===== src/rtl/uart_packet_tx_if.sv =====
// Request channel of the UART packet transmitter: payload, length and valid/ready handshake.
interface uart_packet_tx_if #(
  parameter int unsigned PACKET_SIZE = 2
);
  localparam int unsigned LW = $clog2(PACKET_SIZE + 1);

  logic [8*PACKET_SIZE-1:0] packet;
  logic [LW-1:0]            len;
  logic                     valid;
  logic                     ready;

  modport master (output packet, len, valid, input ready);
  modport slave  (input packet, len, valid, output ready);
endinterface


===== src/rtl/uart_packet_tx.sv =====
// Multi-byte UART transmitter: sends up to PACKET_SIZE bytes as 8N1/8N2 frames per accepted request.
module uart_packet_tx #(
  parameter int unsigned CLK_HZ      = 12000000,
  parameter int unsigned BAUD        = 115200,
  parameter int unsigned PACKET_SIZE = 2,
  parameter int unsigned STOP_BITS   = 1,
  parameter int unsigned MSB_FIRST   = 1
) (
  input  logic              hwclk,
  input  logic              rst_n,
  uart_packet_tx_if.slave   bus,
  output logic              txd,
  output logic              busy,
  output logic              done
);
  localparam int unsigned CLKS_PER_BIT = CLK_HZ / BAUD;
  localparam int unsigned LW = $clog2(PACKET_SIZE + 1);
  localparam int unsigned BW = $clog2(CLKS_PER_BIT);
  localparam int unsigned IW = (PACKET_SIZE > 1) ? $clog2(PACKET_SIZE) : 1;
  localparam int unsigned PW = 8 * PACKET_SIZE;

  localparam logic [1:0] IDLE  = 2'd0;
  localparam logic [1:0] START = 2'd1;
  localparam logic [1:0] DATA  = 2'd2;
  localparam logic [1:0] STOP  = 2'd3;

  logic [1:0]    state_q, state_d;
  logic [BW-1:0] baud_q, baud_d;
  logic [2:0]    bit_q, bit_d;
  logic [IW-1:0] idx_q, idx_d;
  logic [LW-1:0] len_q, len_d;
  logic [PW-1:0] pkt_q, pkt_d;
  logic          txd_d, busy_d, done_d;

  logic [LW-1:0] len_eff;
  logic [IW-1:0] sel;
  logic [7:0]    cur_byte;
  logic          bit_end;

  assign bus.ready = (state_q == IDLE);

  // Requested length clamped to the payload capacity
  assign len_eff = (32'(bus.len) > PACKET_SIZE) ? LW'(PACKET_SIZE) : bus.len;

  // Byte on the line: index counts in transmission order, mapped onto the payload per byte order
  assign sel      = (MSB_FIRST != 0) ? (IW'(PACKET_SIZE - 1) - idx_q) : idx_q;
  assign cur_byte = 8'(pkt_q >> {sel, 3'b000});
  assign bit_end  = (baud_q == BW'(CLKS_PER_BIT - 1));

  always_comb begin
    state_d = state_q;
    baud_d  = baud_q;
    bit_d   = bit_q;
    idx_d   = idx_q;
    len_d   = len_q;
    pkt_d   = pkt_q;
    txd_d   = txd;
    busy_d  = busy;
    done_d  = 1'b0;

    case (state_q)
      IDLE: begin
        txd_d  = 1'b1;
        busy_d = 1'b0;
        if (bus.valid) begin
          pkt_d  = bus.packet;
          len_d  = len_eff;
          baud_d = '0;
          bit_d  = '0;
          idx_d  = '0;
          if (len_eff != '0) begin
            state_d = START;
            txd_d   = 1'b0;
            busy_d  = 1'b1;
          end else begin
            done_d = 1'b1;
          end
        end
      end

      START: begin
        if (bit_end) begin
          baud_d  = '0;
          bit_d   = '0;
          state_d = DATA;
          txd_d   = cur_byte[0];
        end else begin
          baud_d = baud_q + BW'(1);
        end
      end

      DATA: begin
        if (bit_end) begin
          baud_d = '0;
          if (bit_q == 3'd7) begin
            bit_d   = '0;
            state_d = STOP;
            txd_d   = 1'b1;
          end else begin
            bit_d = bit_q + 3'd1;
            txd_d = cur_byte[bit_q + 3'd1];
          end
        end else begin
          baud_d = baud_q + BW'(1);
        end
      end

      STOP: begin
        // bit_q counts stop bits here; the last one either chains the next byte or closes the packet
        if (bit_end) begin
          baud_d = '0;
          if (bit_q == 3'(STOP_BITS - 1)) begin
            bit_d = '0;
            if ((LW'(idx_q) + LW'(1)) < len_q) begin
              idx_d   = idx_q + IW'(1);
              state_d = START;
              txd_d   = 1'b0;
            end else begin
              state_d = IDLE;
              txd_d   = 1'b1;
              busy_d  = 1'b0;
              done_d  = 1'b1;
            end
          end else begin
            bit_d = bit_q + 3'd1;
          end
        end else begin
          baud_d = baud_q + BW'(1);
        end
      end

      default: begin
        state_d = IDLE;
        txd_d   = 1'b1;
        busy_d  = 1'b0;
      end
    endcase
  end

  always_ff @(posedge hwclk or negedge rst_n) begin
    if (!rst_n) begin
      state_q <= IDLE;
      baud_q  <= '0;
      bit_q   <= '0;
      idx_q   <= '0;
      len_q   <= '0;
      pkt_q   <= '0;
      txd     <= 1'b1;
      busy    <= 1'b0;
      done    <= 1'b0;
    end else begin
      state_q <= state_d;
      baud_q  <= baud_d;
      bit_q   <= bit_d;
      idx_q   <= idx_d;
      len_q   <= len_d;
      pkt_q   <= pkt_d;
      txd     <= txd_d;
      busy    <= busy_d;
      done    <= done_d;
    end
  end
endmodule


===== src/flat_wrapper.sv =====
// flat-port wrapper written by rule: the top's interface ports become plain ports
module uart_packet_tx_flat 
#(
  parameter int unsigned CLK_HZ      = 12000000,
  parameter int unsigned BAUD        = 115200,
  parameter int unsigned PACKET_SIZE = 2,
  parameter int unsigned STOP_BITS   = 1,
  parameter int unsigned MSB_FIRST   = 1
)
  (hwclk, rst_n, txd, busy, done, bus_packet, bus_len, bus_valid, bus_ready);
  uart_packet_tx_if #(.PACKET_SIZE(PACKET_SIZE)) bus_i ();
  input  logic hwclk;
  input  logic rst_n;
  output logic txd;
  output logic busy;
  output logic done;
  input wire logic [$bits(bus_i.packet)-1:0] bus_packet;
  input wire logic [$bits(bus_i.len)-1:0] bus_len;
  input wire logic [$bits(bus_i.valid)-1:0] bus_valid;
  output wire logic [$bits(bus_i.ready)-1:0] bus_ready;
  assign bus_i.packet = bus_packet;
  assign bus_i.len = bus_len;
  assign bus_i.valid = bus_valid;
  assign bus_ready = bus_i.ready;
  uart_packet_tx #(.CLK_HZ(CLK_HZ), .BAUD(BAUD), .PACKET_SIZE(PACKET_SIZE), .STOP_BITS(STOP_BITS), .MSB_FIRST(MSB_FIRST)) u_core (.hwclk(hwclk), .rst_n(rst_n), .bus(bus_i), .txd(txd), .busy(busy), .done(done));
endmodule

===== config.mk =====
export PLATFORM = sky130hd
export DESIGN_NAME = uart_packet_tx_flat
export DESIGN_NICKNAME = d
export VERILOG_FILES = /design/src/rtl/uart_packet_tx_if.sv /design/src/rtl/uart_packet_tx.sv /design/src/flat_wrapper.sv
export SDC_FILE = /design/constraint.sdc
export NUM_CORES = 1
export LEC_CHECK = 0
export ABC_CLOCK_PERIOD_IN_PS = 5800
export BUFFER_PORTS_ARGS = -buffer_cell sky130_fd_sc_hd__buf_2
export CORE_ASPECT_RATIO = 0.75
export CORE_MARGIN = 3
export CORE_UTILIZATION = 55
export CTS_CLUSTER_SIZE = 24
export DETAILED_ROUTE_END_ITERATION = 16
export GPL_TIMING_DRIVEN = 0
export PLACE_DENSITY = 0.73
export SYNTH_ARGS = -nofsm -noshare
export SYNTH_HDL_FRONTEND = slang
export SYNTH_SLANG_ARGS = --single-unit

===== constraint.sdc =====
create_clock -name hwclk -period 5.8 [get_ports hwclk]
set_clock_uncertainty 0.1 [all_clocks]
set_input_delay 0.58 -clock hwclk [delete_from_list [all_inputs] [get_ports hwclk]]
set_output_delay 0.58 -clock hwclk [all_outputs]
set_load 0.03 [all_outputs]

==> results of run 1 <==
synthesized netlist by cell type, types with 2 or more instances:
cell type / n / area (µm²)
nor2b_1: 2 / 12.51
a21oi_1: 8 / 40.04
clkbuf_1: 3 / 11.26
o21a_1: 2 / 15.01
nand2b_1: 3 / 18.77
or3_1: 2 / 12.51
o21ai_0: 15 / 75.07
and3_1: 2 / 12.51
mux2_2: 21 / 236.5
nor2_1: 9 / 33.78
nor3_1: 5 / 25.02
nand2_1: 9 / 33.78
o211ai_1: 2 / 15.01
dfrtp_1: 33 / 825.8
mux4_1: 3 / 78.83
inv_1: 9 / 33.78
mux2i_1: 2 / 20.02
ha_1: 10 / 125.1
o31ai_1: 4 / 30.03
nand3_1: 5 / 25.02
routing by layer:
metal	GRT usage, %	vias to the layer above
met5	0	-
met4	7.368	0
met3	4.830	7
met2	31.85	37
met1	28.51	678
li1	-	662
final cells by class:
class,instances,area [µm²],area share [%]
inverters,9,33.78,1.598
multi-input cells,117,943.4,44.62
flip-flops and latches,34,852.1,40.30
well taps,38,47.55,2.249
repair buffers,24,120.1,5.680
clock inverters,2,12.51,0.5917
plain buffers,4,22.52,1.065
clock buffers,6,82.58,3.905
worst reg2reg max path, stage by stage (launching register included):
cell,delay (ns)
dfrtp_1,0.39
inv_1,0.12
ha_1,0.27
or3_1,0.43
o21ai_0,0.10
o211ai_1,0.18
a2111oi_0,0.61
a21oi_1,0.10
power by group:
| part | leakage (nW) | switching (mW) | internal (mW) |
|---|---|---|---|
| combinational | 0.503 | 0.0112 | 0.00912 |
| clock | 0.0472 | 0.0849 | 0.0953 |
| sequential | 0.436 | 0.000974 | 0.238 |
worst paths after layout:
kind / start / end / slack (ns) / cells past startpoint
setup reg to reg: u_core.state_q[0] / u_core.state_q[0] / 3.36 / 7
hold reg to reg: u_core.pkt_q[8] / u_core.pkt_q[8] / 0.41 / 1
hold / removal: rst_n / u_core.pkt_q[7] / 0.25 / 1
max in group asynchronous: rst_n / u_core.baud_q[1] / 4.88 / 1
min in group hwclk: u_core.pkt_q[8] / u_core.pkt_q[8] / 0.41 / 1
setup / recovery: u_core.state_q[0] / u_core.state_q[0] / 3.36 / 7
sequential cells by signal, summed over array words and instances, names as in the netlist, 2 cells and up:
register,count
u_core.pkt_q,16
u_core.baud_q,7
u_core.bit_q,3
u_core.len_q,2
u_core.state_q,2
cell families after synthesis:
group	Yosys count
multiplexers	27
AO/OA/AOI/OAI	39
AND/OR/NAND/NOR	40
flip-flops	34
XOR/XNOR	1
buffers and inverters	13
adder cells (fa/ha/maj)	10
stage by stage:
step	instance area [µm²]	power (mW)	setup slack, ns	hold slack, ns
6_report	2115	0.4394	3.357	0.2535
3_3_place_gp	2019	0.2635	3.617	0.3655
2_1_floorplan	1852	0.2505	3.726	0.1844
4_1_cts	2115	0.4426	3.455	0.2758
3_5_place_dp	2019	0.2642	3.564	0.3918
5_1_grt	2115	0.4617	3.336	0.2926
==> results.yml, run 1 <==
synth:
  yosysWarnings: 0
  synth_seq_cells: 34
  syn_area_per_cell_um2: 11.29
  synth_mux_area_share_pct: 18.92
  synth_cell_types: 35
  synth_area_mm2: 0.001852
  synth_edf_count: 0
  synth-xor-area-share_pct: 0.4730
  syn-num-nets: 195
  synth_adder_area_share_pct: 6.757
  syn_inst: 164
  synthArstFlopShare_pct: 100.0
  yosys.area_share.simple_pct: 10.61
  seq_area_frac_synth_pct: 46.01
  synth_top_family_by_area: "multiplexers"
  synth_flop_cell: "dfrtp_1"
  synth_compound_area_share_pct: 14.19
place:
  gp_congestion: 0.8727
  dp_cells: 226
  port_buffers: 24
  hpwl_mm: 2.878
clocking:
  cts.clk_slew.worst_paths_ns: 0.07
  post_cts_buffers: 0
  numCtsBuffers: 5
  cts_tree: "done"
  clkSinkCount: 34
  clkLatencyLatePin_ns: 0.28
  cts-resized-gates: 0
  htreeDepth: 2
  clockRootBuffer: "clkbuf_8"
  postCtsHoldBufs: 0
  clock_path_buffers: 2
pwr:
  powerDensity_mw_per_mm2: 207.8
  p_leak_nw: 0.9860
  irDropWorstVdd_uv: 190.0
finish:
  final_common_cell: "dfrtp_1"
  fin_util_pct: 68.56
  final_cell_mix: "dfrtp_1 (33), buf_2 (24), mux2_2 (21), o21ai_0 (15), ha_1 (10)"
  final_cells: 234
  diodes: 0
  layout-drive-gt1-share_pct: 29.59
  syn_to_final_growth_pct: 14.19
  fin_nets: 226
  fill_cells: 249
timing:
  drv_slew: 0
  slew_headroom_pct: 50.97
  timing.fmax_ghz: 0.4093
  final.period_utilization_pct: 42.12
  fin_setup_tns_ns: 0
  hold_viol: 0
  tightestPinTransition_ns: 0.7354
  setup_viol: 0
  rsz0062_at_grt: "no"
  fin_crit_ns: 2.443
route:
  drt-wirelength-per-cell_um: 16.57
  route.met2.wl_mm: 1.790
  drc: 0
  routed.top_layer: "met4"
  routed_via_density: 5.915
  via_count: 1384
  wl_met3_um: 203
  drt_first_iter_violations: 69
  wirelength_mm: 3.878
  postRouteAntennaNets: 0
  first_pass_iters: 4
  wl_met1_mm: 1.832
status:
  status: "finished, final reports clean"
critical_path:
  critical_path.max_stage_delay_ns: 0.61
  startpoint_type: "flip-flop"
  path_class: "reg -> reg"
  crit_family: "compound AO/OA/AOI/OAI gates"
  critical_path.cell_chain: "inv_1 > ha_1 > or3_1 > o21ai_0 > o211ai_1 > a2111oi_0 > a21oi_1"
  cp_num_buf_inv: 1
  cp_max_fo: 5
  crit_slowest_cell: "a2111oi_0"
  worst_setup_path_end_kind: "flip-flop"
  arrival_ns: 2.48
  required_ns: 5.84
floorplan:
  die_y_um: 56.25
  fp.dieW_um: 73
  core.rowCount: 17
  die-area_mm2: 0.004106
  core_area_mm2: 0.003084
  initial_core_util_pct: 60.04
  design.portCount: 25
grt:
  antenna_found_initial: 0
  grt_pass1_vias: 1397
  grt_util_all_layers_pct: 20.74
  grt_pass1_wl_mm: 6.492
  overflow: 0
  grt_max_degree: 35
job:
  cap_violations: 0
worst_hold_path:
  hold_path.class: "in -> async"
Power figures use the tool's default switching activity.
==> run 2, diff against run 1 <==
--- a/config.mk
+++ b/config.mk
@@ -5,7 +5,7 @@
 export SDC_FILE = /design/constraint.sdc
 export NUM_CORES = 1
 export LEC_CHECK = 0
-export ABC_CLOCK_PERIOD_IN_PS = 5800
+export ABC_CLOCK_PERIOD_IN_PS = 2500
 export BUFFER_PORTS_ARGS = -buffer_cell sky130_fd_sc_hd__buf_2
 export CORE_ASPECT_RATIO = 0.75
 export CORE_MARGIN = 3
==> constraint.sdc (replaced) <==
create_clock -name hwclk -period 2.5 [get_ports hwclk]
set_clock_uncertainty 0.1 [all_clocks]
set_input_delay 0.25 -clock hwclk [delete_from_list [all_inputs] [get_ports hwclk]]
set_output_delay 0.25 -clock hwclk [all_outputs]
set_load 0.03 [all_outputs]
==> run 2 against run 1 <==
Net effect:
- sequential share of layout area shrank 0.19 points
- worst setup slack lost 3.3 ns
- count of clock-buffer cells in the layout is the same
- maximum frequency is essentially flat
- via count shrank 0.14%
- utilization grew 0.32 points
- hold slack lost 0.17 ns
- first-iteration DRC count shrank 25%
- final cell count grew 0.43%
- critical path type unchanged
- highest routed layer unchanged
==> results.yml, run 2 (same netlist as run 1, synthesis figures left out) <==
finish:
  final_area_mm2: 0.002125
  largest_reg_flops: 16
  fin_util_pct: 68.88
  final_common_cell: "dfrtp_1"
  fin_nets: 227
  syn_to_final_growth_pct: 14.73
  layout-drive-gt1-share_pct: 29.44
  diodes: 0
  fill_cells: 248
  seqCellArea_um2: 852.1
  top_regs: "u_core.pkt_q x16, u_core.baud_q x7, u_core.bit_q x3"
  multi_input_area_um2: 943.4
  top_register: "u_core.pkt_q"
  final_cell_mix: "dfrtp_1 (33), buf_2 (24), mux2_2 (21), o21ai_0 (15), ha_1 (10)"
floorplan:
  die-area_mm2: 0.004106
  core_area_mm2: 0.003084
  fp.dieW_um: 73
  initial_core_util_pct: 60.04
  core.rowCount: 17
  die_y_um: 56.25
  design.portCount: 25
route:
  drt-wirelength-per-cell_um: 16.60
  drc: 0
  via_count: 1382
  first_pass_iters: 4
  drt_first_iter_violations: 52
  postRouteAntennaNets: 0
  routed_via_density: 5.881
  wirelength_mm: 3.900
pwr:
  switchingPower_mw: 0.2316
  pwr-share-clk_pct: 41.3
  irDropWorstVdd_uv: 440.0
  powerDensity_mw_per_mm2: 483.1
  internal-power_mw: 0.7949
  switching_share_pct: 22.56
  seqPwrFrac_pct: 54.0
  comb_power_share_pct: 4.7
  p_leak_nw: 0.9902
grt:
  overflow: 0
  antenna_found_initial: 0
  grt_max_degree: 35
  grt_util_all_layers_pct: 20.93
  grt_pass1_vias: 1409
  grt_pass1_wl_mm: 6.555
place:
  hpwl_mm: 2.878
  place_area_mm2: 0.002019
  port_buffers: 24
  gp_congestion: 0.8727
timing:
  fin_crit_ns: 2.445
  tightestPinTransition_ns: 0.7420
  slew_headroom_pct: 50.54
  holdWs_ns: 0.08674
  final.period_utilization_pct: 97.81
  drv_slew: 0
  setup_viol: 0
  timing.fmax_ghz: 0.4090
  hold_viol: 0
  fin_setup_tns_ns: 0
  rsz0062_at_grt: "no"
critical_path:
  cp_max_fo: 5
  rr_startpoint: "u_core.state_q[0]"
  startpoint_type: "flip-flop"
  path_class: "reg -> reg"
  critical_path.max_stage_delay_ns: 0.60
  crit_slowest_cell: "a2111oi_0"
  crit_family: "compound AO/OA/AOI/OAI gates"
  arrival_ns: 2.49
  required_ns: 2.54
  worst_setup_path_end_kind: "flip-flop"
  cp_num_buf_inv: 1
  critical_path.cell_chain: "inv_1 > ha_1 > or3_1 > o21ai_0 > o211ai_1 > a2111oi_0 > a21oi_1"
  worstSetupStartpoint: "u_core.state_q[0]"
clocking:
  clockRootBuffer: "clkbuf_8"
  numCtsBuffers: 5
  post_cts_buffers: 0
  clkSinkCount: 34
  clock_path_buffers: 2
  cts_tree: "done"
  clkLatencyLatePin_ns: 0.29
  cts.clk_slew.worst_paths_ns: 0.07
  cts-resized-gates: 0
  htreeDepth: 2
status:
  status: "finished, final reports clean"
worst_hold_path:
  hold_path.class: "in -> reg"
  min-delay-start: "bus_packet[1]"
job:
  cap_violations: 0
run 2: cell types whose count changed in the layout (fill, tap and decap cells not counted), sizes merged:
cell,delta
dlygate4sd3,+1
run 2: what timing repair did:
action                     CTS  global route
hold buffers                 1             0
hold endpoints to repair    33             0
setup endpoints to repair    0             0
run 2: metrics by stage:
stage / setup WS (ns) / power (mW) / std cells
after floorplan: 0.4259 / 0.5812 / 164
after global placement: 0.3174 / 0.6114 / 226
after detailed placement: 0.2637 / 0.6129 / 226
after CTS: 0.1555 / 1.028 / 235
after global routing: 0.03641 / 1.075 / 235
final: 0.05475 / 1.026 / 235
run 2: power by group through the flow:
stage	Sequential, mW	Combinational [mW]	Clock [mW]
after floorplan	0.564	0.0176	0
after global placement	0.564	0.0472	0
after detailed placement	0.564	0.0486	0
after CTS	0.554	0.0499	0.424
after global routing	0.554	0.0553	0.466
final	0.554	0.0484	0.424
run 2: per-layer routing:
layer | share of wire (%) | up-vias | wire [µm] | GRT usage, %
li1 | - | 666 | - | -
met1 | 48 | 674 | 1877 | 28.51
met2 | 45 | 35 | 1773 | 32.48
met3 | 5.1 | 7 | 198 | 4.830
met4 | 1.3 | 0 | 51 | 7.368
met5 | 0 | - | 0 | 0
run 2: worst paths after layout:
| check | to | slack [ns] | depth (start not counted) |
|---|---|---|---|
| worst max register to register | u_core.state_q[0] | 0.05 | 7 |
| worst min register to register | u_core.pkt_q[8] | 0.41 | 1 |
| worst min-delay path | u_core.pkt_q[1] | 0.09 | 2 |
| worst max-delay path | u_core.state_q[0] | 0.05 | 7 |
| max in group asynchronous | u_core.bit_q[2] | 1.37 | 2 |
| min in group asynchronous | u_core.pkt_q[12] | 0.45 | 2 |
run 2: final cells by class:
| class | count | share of cell area (%) |
|---|---|---|
| clock buffer | 6 | 3.887 |
| clock inverter | 2 | 0.5889 |
| multi-input combinational | 117 | 44.41 |
| sequential | 34 | 40.11 |
| timing repair buffer | 25 | 6.125 |
| tap | 38 | 2.238 |
| buffer | 4 | 1.060 |
| inverter | 9 | 1.590 |
==> run 3, diff against run 2 <==
--- a/config.mk
+++ b/config.mk
@@ -6,14 +6,15 @@
 export NUM_CORES = 1
 export LEC_CHECK = 0
 export ABC_CLOCK_PERIOD_IN_PS = 2500
-export BUFFER_PORTS_ARGS = -buffer_cell sky130_fd_sc_hd__buf_2
 export CORE_ASPECT_RATIO = 0.75
 export CORE_MARGIN = 3
-export CORE_UTILIZATION = 55
+export CORE_UTILIZATION = 60
 export CTS_CLUSTER_SIZE = 24
 export DETAILED_ROUTE_END_ITERATION = 16
+export DONT_BUFFER_PORTS = 1
 export GPL_TIMING_DRIVEN = 0
-export PLACE_DENSITY = 0.73
+export PLACE_DENSITY = 0.72
+export REMOVE_ABC_BUFFERS = 1
 export SYNTH_ARGS = -nofsm -noshare
 export SYNTH_HDL_FRONTEND = slang
 export SYNTH_SLANG_ARGS = --single-unit
==> run 3 against run 2 <==
Net effect:
- critical endpoint is now u_core.bit_q[2]
- design area shrank 0.71%
- combinational power grew 5.0%
- worst setup slack gained 0.086 ns
- maximum frequency grew 3.7%
- largest cell class unchanged
- sequential power is essentially flat
==> results.yml, run 3 (same netlist as run 1, synthesis figures left out) <==
status:
  status: "finished, final reports clean"
grt:
  grt_pass1_wl_mm: 6.106
  grt_util_all_layers_pct: 21.67
  overflow: 0
  grt_pass1_vias: 1342
  antenna_found_initial: 0
  grt_max_degree: 35
route:
  drc: 0
  route.met2.wl_mm: 1.599
  wirelength_mm: 3.671
  wl_met1_mm: 1.818
  via_count: 1289
  wl_met3_um: 214
  routed.top_layer: "met4"
  postRouteAntennaNets: 0
  routed_via_density: 5.940
  drt-wirelength-per-cell_um: 16.92
  first_pass_iters: 4
  drt_first_iter_violations: 73
critical_path:
  arrival_ns: 2.44
  startpoint_type: "flip-flop"
  required_ns: 2.58
  cp_max_fo: 10
  worst_setup_path_end_kind: "flip-flop"
  path_class: "reg -> reg"
finish:
  fin_nets: 211
  diodes: 0
  largest_reg_flops: 16
  top_register: "u_core.pkt_q"
  syn_to_final_growth_pct: 13.92
  layout-drive-gt1-share_pct: 18.78
  final_cell_mix: "dfrtp_1 (33), mux2_2 (21), o21ai_0 (15), dlygate4sd3_1 (12), ha_1 (10)"
  top_regs: "u_core.pkt_q x16, u_core.baud_q x7, u_core.bit_q x3"
  final_common_cell: "dfrtp_1"
clocking:
  cts_tree: "done"
  post_cts_buffers: 0
  cts.clk_slew.worst_paths_ns: 0.07
  clkLatencyLatePin_ns: 0.29
  clkSinkCount: 34
  clock_path_buffers: 2
  numCtsBuffers: 5
  htreeDepth: 2
  clockRootBuffer: "clkbuf_8"
timing:
  drv_slew: 0
  timing.fmax_ghz: 0.4239
  slew_headroom_pct: 59.74
  fin_setup_tns_ns: 0
  tightestPinTransition_ns: 0.6040
  fin_crit_ns: 2.359
  hold_viol: 0
  setup_ws_ns: 0.1409
  rsz0062_at_grt: "no"
  final.period_utilization_pct: 94.36
  setup_viol: 0
pwr:
  irDropWorstVdd_uv: 430.4
  p_leak_nw: 0.9368
  powerDensity_mw_per_mm2: 484.9
place:
  port_buffers: 0
  gp_congestion: 0.8630
  place_ws_ns: 0.02221
  hpwl_mm: 2.468
floorplan:
  core_area_mm2: 0.002763
  die_y_um: 54.11
  design.portCount: 25
  die-area_mm2: 0.003796
  initial_core_util_pct: 67.03
  core.rowCount: 16
  fp.dieW_um: 70.15
worst_hold_path:
  hold_path.class: "in -> reg"
job:
  cap_violations: 0
-- run 3: changes by cell type in the layout (fill, tap and decap cells not counted), sizes merged --
cell	before	now
clkinvlp	1	0
dlygate4sd3	1	12
clkbuf	9	8
buf	25	1
clkinv	1	0
-- run 3: through the flow --
step                cell area (µm²)  util, %  cells  hold slack [ns]  power [mW]
floorplan                      1829        -    160          -0.1456      0.5812
global placement               1874    67.84    196          -0.1448      0.5850
detailed placement             1874    67.84    196          -0.1447      0.5853
CTS                            2085    75.45    215       0.00006087       1.033
global route                   2110    76.36    217       0.00003264       1.070
finish                         2110    76.36    217         0.008585       1.023
-- run 3: final timing paths --
check,slack [ns],end,startpoint,cells past startpoint
setup reg to reg,0.14,u_core.bit_q[2],u_core.state_q[0],6
min in group asynchronous,0.30,u_core.pkt_q[14],rst_n,2
hold / removal,0.009,u_core.pkt_q[7],bus_packet[7],1
max in group asynchronous,1.75,u_core.txd,rst_n,2
hold reg to reg,0.40,u_core.len_q[0],u_core.len_q[0],2
setup / recovery,0.14,u_core.bit_q[2],u_core.state_q[0],6
-- run 3: per-layer routing --
layer | up-vias | GRT usage, %
met5 | - | 0
met4 | 0 | 6.369
met3 | 4 | 8.022
met2 | 33 | 34.80
met1 | 619 | 27.98
li1 | 633 | -
-- run 3: repair_timing --
| item | CTS | global route |
|---|---|---|
| setup endpoints to repair | 0 | 22 |
| endpoints found under the hold margin | 43 | 2 |
| hold buffers | 11 | 2 |
| resized for setup | 0 | 2 |
-- run 3: cell type report --
class                   instances  area, µm²
multi-input cells             117      948.4
well taps                      36      45.04
flip-flops and latches         34      852.1
fillers                       181      653.1
repair buffers                 13      140.1
inverters                       9      33.78
clock buffers                   8      90.09
-- run 3: power by group --
| group | total (mW) | switching (mW) | internal (mW) |
|---|---|---|---|
| combinational | 0.0508 | 0.0247 | 0.0262 |
| clock | 0.418 | 0.194 | 0.224 |
| sequential | 0.554 | 0.00225 | 0.552 |
-- run 3: worst max-delay path, cell delays in order, from the launching register on --
cell	delay, ns
dfrtp_1	0.41
inv_1	0.15
ha_1	0.56
inv_1	0.22
nor2_2	0.39
a21oi_2	0.12
mux2_2	0.29
